**src/rtl/rom_read_arbiter.sv**
```systemverilog
// rom_read_arbiter: shares one asynchronous-read ROM between two requesters.
// Round-robin arbitration on a valid/ready request channel, one registered
// ROM access per grant, and a registered response held until the granted
// requester takes it.
//
// Optional feature macro: ROM_ARB_LOCK_EN
//   Defined   - a requester that holds req_lock at its response handshake
//               keeps the grant for as long as it keeps req_valid asserted.
//   Undefined - req_lock is ignored and arbitration is pure round-robin.
// The port list is the same in both builds.

module rom_read_arbiter #(
  parameter int ADDR_WIDTH = 8,
  parameter int DATA_WIDTH = 8
) (
  input  logic                  clk,
  input  logic                  reset,
  input  logic [1:0]            req_valid,
  input  logic [ADDR_WIDTH-1:0] req_addr0,
  input  logic [ADDR_WIDTH-1:0] req_addr1,
  output logic [1:0]            req_ready,
  input  logic [1:0]            req_lock,
  output logic [1:0]            rsp_valid,
  input  logic [1:0]            rsp_ready,
  output logic [DATA_WIDTH-1:0] rsp_data,
  output logic [ADDR_WIDTH-1:0] rom_address,
  output logic                  rom_ce,
  output logic                  rom_read_en,
  input  logic [DATA_WIDTH-1:0] rom_data
);

  typedef enum logic [1:0] {
    IDLE  = 2'd0,
    ISSUE = 2'd1,
    RESP  = 2'd2
  } state_t;

  state_t                state_r;
  state_t                state_n_s;
  logic                  grant_r;
  logic                  last_grant_r;
  logic                  lock_hold_r;
  logic                  rr_sel_s;
  logic                  grant_sel_s;
  logic                  accept_s;
  logic                  rsp_fire_s;
  logic [1:0]            req_ready_s;
  logic [1:0]            rsp_valid_r;
  logic [DATA_WIDTH-1:0] rsp_data_r;
  logic [ADDR_WIDTH-1:0] rom_address_r;
  logic                  rom_ce_r;
  logic                  rom_read_en_r;

  // One-hot 2-bit vector selecting requester idx.
  function automatic logic [1:0] onehot2(input logic idx);
    onehot2 = idx ? 2'b10 : 2'b01;
  endfunction

  // Round-robin choice: a lone requester wins, a tie goes away from last_grant.
  always_comb begin
    rr_sel_s = 1'b0;
    if (req_valid == 2'b11) begin
      rr_sel_s = ~last_grant_r;
    end else if (req_valid[1]) begin
      rr_sel_s = 1'b1;
    end else begin
      rr_sel_s = 1'b0;
    end
  end

`ifdef ROM_ARB_LOCK_EN
  // Locked requester keeps the grant while it stays valid; otherwise fall back to round-robin.
  always_comb begin
    grant_sel_s = rr_sel_s;
    if (lock_hold_r && req_valid[grant_r]) begin
      grant_sel_s = grant_r;
    end else begin
      grant_sel_s = rr_sel_s;
    end
  end
`else
  // Pure round-robin grant selection.
  always_comb begin
    grant_sel_s = rr_sel_s;
  end
`endif

  // Acceptance, request ready and response handshake strobes.
  always_comb begin
    accept_s    = 1'b0;
    rsp_fire_s  = 1'b0;
    req_ready_s = 2'b00;
    if ((state_r == IDLE) && (req_valid != 2'b00)) begin
      accept_s    = 1'b1;
      req_ready_s = onehot2(grant_sel_s);
    end else begin
      accept_s    = 1'b0;
      req_ready_s = 2'b00;
    end
    if ((state_r == RESP) && rsp_ready[grant_r]) begin
      rsp_fire_s = 1'b1;
    end else begin
      rsp_fire_s = 1'b0;
    end
  end

  // Next-state logic: IDLE -> ISSUE on accept, ISSUE -> RESP, RESP -> IDLE on handshake.
  always_comb begin
    state_n_s = state_r;
    case (state_r)
      IDLE: begin
        if (accept_s) begin
          state_n_s = ISSUE;
        end else begin
          state_n_s = IDLE;
        end
      end
      ISSUE: begin
        state_n_s = RESP;
      end
      RESP: begin
        if (rsp_fire_s) begin
          state_n_s = IDLE;
        end else begin
          state_n_s = RESP;
        end
      end
      default: begin
        state_n_s = IDLE;
      end
    endcase
  end

  // State register.
  always_ff @(posedge clk) begin
    if (reset) begin
      state_r <= IDLE;
    end else begin
      state_r <= state_n_s;
    end
  end

  // Grant bookkeeping: current grant latched on accept, last_grant on response handshake.
  always_ff @(posedge clk) begin
    if (reset) begin
      grant_r      <= 1'b0;
      last_grant_r <= 1'b1;
    end else begin
      if (accept_s) begin
        grant_r <= grant_sel_s;
      end
      if (rsp_fire_s) begin
        last_grant_r <= grant_r;
      end
    end
  end

`ifdef ROM_ARB_LOCK_EN
  // Lock flag: captured from req_lock at the handshake, dropped when the holder goes idle.
  always_ff @(posedge clk) begin
    if (reset) begin
      lock_hold_r <= 1'b0;
    end else if (rsp_fire_s) begin
      lock_hold_r <= req_lock[grant_r];
    end else if ((state_r == IDLE) && lock_hold_r && !req_valid[grant_r]) begin
      lock_hold_r <= 1'b0;
    end
  end
`else
  logic [1:0] lock_unused_s;
  assign lock_unused_s = req_lock;
  assign lock_hold_r   = 1'b0;
`endif

  // ROM interface registers: address/enables loaded on accept, enables dropped after ISSUE.
  always_ff @(posedge clk) begin
    if (reset) begin
      rom_address_r <= {ADDR_WIDTH{1'b0}};
      rom_ce_r      <= 1'b0;
      rom_read_en_r <= 1'b0;
    end else if (accept_s) begin
      rom_address_r <= grant_sel_s ? req_addr1 : req_addr0;
      rom_ce_r      <= 1'b1;
      rom_read_en_r <= 1'b1;
    end else if (state_r == ISSUE) begin
      rom_ce_r      <= 1'b0;
      rom_read_en_r <= 1'b0;
    end
  end

  // Response registers: capture ROM word at end of ISSUE, hold until the handshake.
  always_ff @(posedge clk) begin
    if (reset) begin
      rsp_valid_r <= 2'b00;
      rsp_data_r  <= {DATA_WIDTH{1'b0}};
    end else if (state_r == ISSUE) begin
      rsp_valid_r <= onehot2(grant_r);
      rsp_data_r  <= rom_data;
    end else if (rsp_fire_s) begin
      rsp_valid_r <= 2'b00;
    end
  end

  assign req_ready   = req_ready_s;
  assign rsp_valid   = rsp_valid_r;
  assign rsp_data    = rsp_data_r;
  assign rom_address = rom_address_r;
  assign rom_ce      = rom_ce_r;
  assign rom_read_en = rom_read_en_r;

endmodule

```
**config.mk**
```make
export PLATFORM = sky130hd
export DESIGN_NAME = rom_read_arbiter
export DESIGN_NICKNAME = d
export VERILOG_FILES = /design/src/rtl/rom_read_arbiter.sv
export SDC_FILE = /design/constraint.sdc
export NUM_CORES = 1
export LEC_CHECK = 0
export CORE_MARGIN = 3
export CORE_UTILIZATION = 40
export DETAILED_ROUTE_END_ITERATION = 16
export PLACE_DENSITY = 0.86
export SETUP_SLACK_MARGIN = 0.15
export SYNTH_ARGS = -nofsm -noshare
export SYNTH_HDL_FRONTEND = slang
export SYNTH_SLANG_ARGS = --single-unit
```
**constraint.sdc**
```tcl
create_clock -name clk -period 1.79 [get_ports clk]
set_input_delay 0.2685 -clock clk [delete_from_list [all_inputs] [get_ports clk]]
set_output_delay 0.2685 -clock clk [all_outputs]
set_load 0.1 [all_outputs]
```
== Word level (Yosys, flattened, before mapping) ==
Cells that the tools add are included.
W data, S select, Z words.

* Bits of input ports: 32
* Register bits: 23

* Order comparisons: 1
* Equality and inequality tests: 3
* Bitwise operators: 1
* Reductions and logical operators: 6
* Muxes and demuxes: 17

{| class="wikitable"
|+ Operators with widths
! operator !! number
|-
| $mux W2 || 6
|-
| $mux W1 || 9
|-
| $mux W8 || 1
|-
| $pmux W2 S3 || 1
|-
| $reduce_bool A2 Y1 || 3
|-
| $eq A2 B2 Y1 const B || 2
|-
| $eq A2 B1 Y1 const B || 1
|-
| $logic_and A1 B1 Y1 || 2
|-
| $logic_not A2 Y1 || 1
|-
| $lt A1 B2 Y1 const B || 1
|-
| $not A1 Y1 || 1
|}

== Longest topological paths before layout ==
* Depth in word-level cells: 6
* Depth in mapped cells: 5
* Depth with buffers taken out: 3

== Least setup slack after synthesis ==
Ideal clock, no wire load.

* Kind: register -> output
* From: register state_r[1]
* To: output port req_ready[0]
* Data arrival time: 1529 ps
* Setup slack: -7 ps
* Stages on the path, launching flop included: 4
* Path through: dfxtp_1 -> buf_6 -> nor3b_4 -> and2_1

* Word-level cells in the longest chain between the ends: 3

{| class="wikitable"
|+ Ends and longest elaborated chain
! what !! RTL line !! RTL
|-
| from (decl) || 38 || <nowiki>state_t state_r;</nowiki>
|-
| from (signal assigned) || 139 || <nowiki>state_r <= state_n_s;</nowiki>
|-
| $logic_not A2 Y1 || 93 || <nowiki>if ((state_r == IDLE) && (req_valid != 2'b00)) begin</nowiki>
|-
| $logic_and A1 B1 Y1 || 93 ||
|-
| $mux W2 || 93 ||
|-
| to (decl) || 21 || <nowiki>output logic [1:0] req_ready,</nowiki>
|}

Every way passes these cells.

== Final worst setup path ==
* From: input port req_valid[1]
* To: output port req_ready[1]

* Word-level cells in the longest chain between the ends: 4
* Elaborated cells between the ends (all ways): 7
* Those cells by class: 1 x eq/ne; 4 x mux; 2 x reduce/logical

{| class="wikitable"
|+ Ends and longest elaborated chain
! what !! RTL line !! RTL
|-
| from (decl) || 18 || <nowiki>input logic [1:0] req_valid,</nowiki>
|-
| $eq A2 B2 Y1 or $mux W1 (tied branches) || 62, 64 ||
|-
| $mux W1 || 62 || <nowiki>if (req_valid == 2'b11) begin</nowiki>
|-
| $mux W2 || 56 || <nowiki>onehot2 = idx ? 2'b10 : 2'b01;</nowiki>
|-
| $mux W2 (*) || 93 ||
|}

Every way passes the cells marked *; elsewhere a longest branch is shown, timed or not.

==> results.cfg <==
[worst_setup_path]
cp.arrival_ns = 1.33
reg2reg_to = rom_address[0]
worstRegToRegCells = 3
r2r-start = state_r[1]
path_class = input port to primary output
cp-start-kind = input port
reg2reg_slack_ns = 0.60
crit_fanout = 4
crit_required_ns = 1.52
critPathCaptureType = primary output

[clock_tree]
insertion_delay_ns = 0.30
cts_buffers = 3
clk_path_buf_depth = 2
cts_tree = done
cts.htree.levels = 1
hold_buffers = 0
clkSlewWorstSetupHoldPaths_ns = 0.12
cts_root_buf = clkbuf_4
clock_sinks = 23

[cells_and_area]
layout-drive-gt1-share = 0.233
areaGrowthSynthToFinish_pct = 52.8
antenna_cells = 0
nets = 205

[placement]
port_buffers = 51
gp_congestion = 0.704
dpl.hpwl_um = 2020

[timing]
timing.final.hold_violations = 0
worst_pin_slew_ns = 0.633
setup_viol = 0
fin_tns_setup_ns = 0
relSlewSlack = 0.576
max_freq_mhz = 625
rsz0062_at_grt = yes
slew_viol_final = 0
period_share = 0.894
finalCriticalPeriod_ns = 1.60
whs_ns = 0.457
worst_clock_skew_ns = 0.00192

[synth]
ys_async_sr_fraction = 0
syn_area_um2 = 1000
synthTopCellsByCount = 23 x dfxtp_1, 18 x nand2_1, 16 x nand3_1
synth_ff_type = dfxtp_1
synth_seq_cells = 23
synth.distinct_cells = 25
ys_seq_area_frac = 0.461
synth_edf_count = 0
yosysTopAreaCell = dfxtp_1
yosysMostFrequentCell = dfxtp_1
synth.area.top_cells = dfxtp_1 46%, nand3_1 8.0%, nand2_1 6.8%
syn_inst = 120
synth_warnings = 0
synth_top_area_frac = 0.461
synth_area_per_cell_um2 = 8.33
synthesis.nets = 152

[global_route]
grt_max_degree = 14
grt_pass1_wl_um = 4380
antenna_found_initial = 0
grt_overflow = 0
grt_pass1_vias = 978
track_usage = 0.172

[drt]
wire_per_inst_um = 13.2
routed_via_density = 5.19
ant_nets = 0
drtPass1Iterations = 6
drt-initial-drc-count = 18
drc = 0
routed_wirelength_um = 2640
dr_total_vias = 1037

[floorplanning]
core_mm2 = 0.00230
initial_core_util = 0.435
die_width_um = 56.0
num_io_pins = 54
dieArea_mm2 = 0.00313
rows = 17
die_h_um = 56.0

[run_status]
status = complete, no violations

[hold_path]
hold_path.class = input port to flop
whs_endpoint = state_r[0]
hold_depth = 3
min-delay-start = req_valid[0]

[power]
p_leak_nw = 0.608
cellPowerDensity_mw_per_mm2 = 971
power_mw = 1.48
vdd_ir_drop_max_v = 0.000568

[flow_run]
drv_cap = 0
==> worst max-delay path, cell delays in order <==
cell and delay (ns):
clkdlybuf4s50_1 0.52, a21boi_2 0.19, nand2_1 0.10, inv_2 0.08, buf_12 0.17
==> metal layers <==
layer	vias up	track usage	routed length [um]
met4	0	0.0610	32
met1	458	0.183	1050
met2	51	0.309	1290
met3	4	0.0603	259
li1	524	-	-
met5	-	0	0
==> area by class of cell <==
type	instances	area (um^2)
Sequential cell	23	464
Inverter	1	3.75
Fill cell	190	769
Clock buffer	4	26.3
Tap cell	28	35.0
Multi-Input combinational cell	87	474
Timing Repair Buffer	57	524
==> state kept, by name (all words and copies together), names as in the netlist <==
signal        cells
rsp_valid         2
rsp_data          8
state_r           2
grant_r           1
last_grant_r      1
rom_read_en       1
rom_address       8
==> how the worst max path moves through the flow <==
stage	startpoint	endpoint	cells after the start
final	req_valid[1]	req_ready[1]	5
after global routing	req_valid[1]	req_ready[1]	5
after CTS	req_valid[1]	req_ready[1]	5
after detailed placement	req_valid[0]	rom_address[5]	4
after global placement	req_valid[0]	req_ready[0]	4
after floorplan	last_grant_r	req_ready[1]	3
==> timing repair <==
item                       in CTS  in global routing
gates resized for setup         2                  2
pin swaps                       1                  0
setup endpoints to repair       2                  2
setup buffers                   1                  1
==> per-stage QoR <==
| step | setup slack (ns) | utilization | area, um^2 | cells |
|---|---|---|---|---|
| after global placement | 0.158 | 0.647 | 1490 | 194 |
| final | 0.190 | 0.665 | 1530 | 200 |
| after global routing | 0.142 | 0.665 | 1530 | 200 |
| after detailed placement | 0.106 | 0.647 | 1490 | 194 |
| after floorplan | 0.229 | - | 1000 | 120 |
| after CTS | 0.162 | 0.661 | 1520 | 199 |
==> power breakdown <==
group / switching [mW] / internal, mW / total (mW)
combinational: 0.454 / 0.196 / 0.650
sequential: 0.0393 / 0.560 / 0.599
clock: 0.147 / 0.0869 / 0.234
total: 0.640 / 0.843 / 1.48
==> cells by family (layout without fill, tap and decap cells) <==
family	Yosys count	in the layout	share of synthesized area
multiplexers	1	1	0.0100
buffers and inverters	10	62	0.0663
AND/OR/NAND/NOR	51	51	0.264
AO/OA/AOI/OAI	35	35	0.199
flip-flops	23	23	0.461
==> cells in the final DEF (no fill, tap or decap), drive strengths merged <==
| cell | instances |
|---|---|
| clkdlybuf4s50 | 28 |
| nor2 | 7 |
| inv | 1 |
| nor3 | 1 |
| nand2b | 3 |
| and2 | 1 |
| mux2i | 1 |
| o21bai | 2 |
| a31oi | 8 |
| nor2b | 2 |
| nand3b | 1 |
| nand3 | 16 |
| dlygate4sd2 | 1 |
| dfxtp | 23 |
| o21ai | 10 |
| clkbuf | 4 |
| a211oi | 1 |
| buf | 28 |
| nor3b | 1 |
| or2 | 1 |
| a21boi | 1 |
| a21oi | 13 |
| nand2 | 18 |
Note: power is estimated with default switching activity, not from simulation.
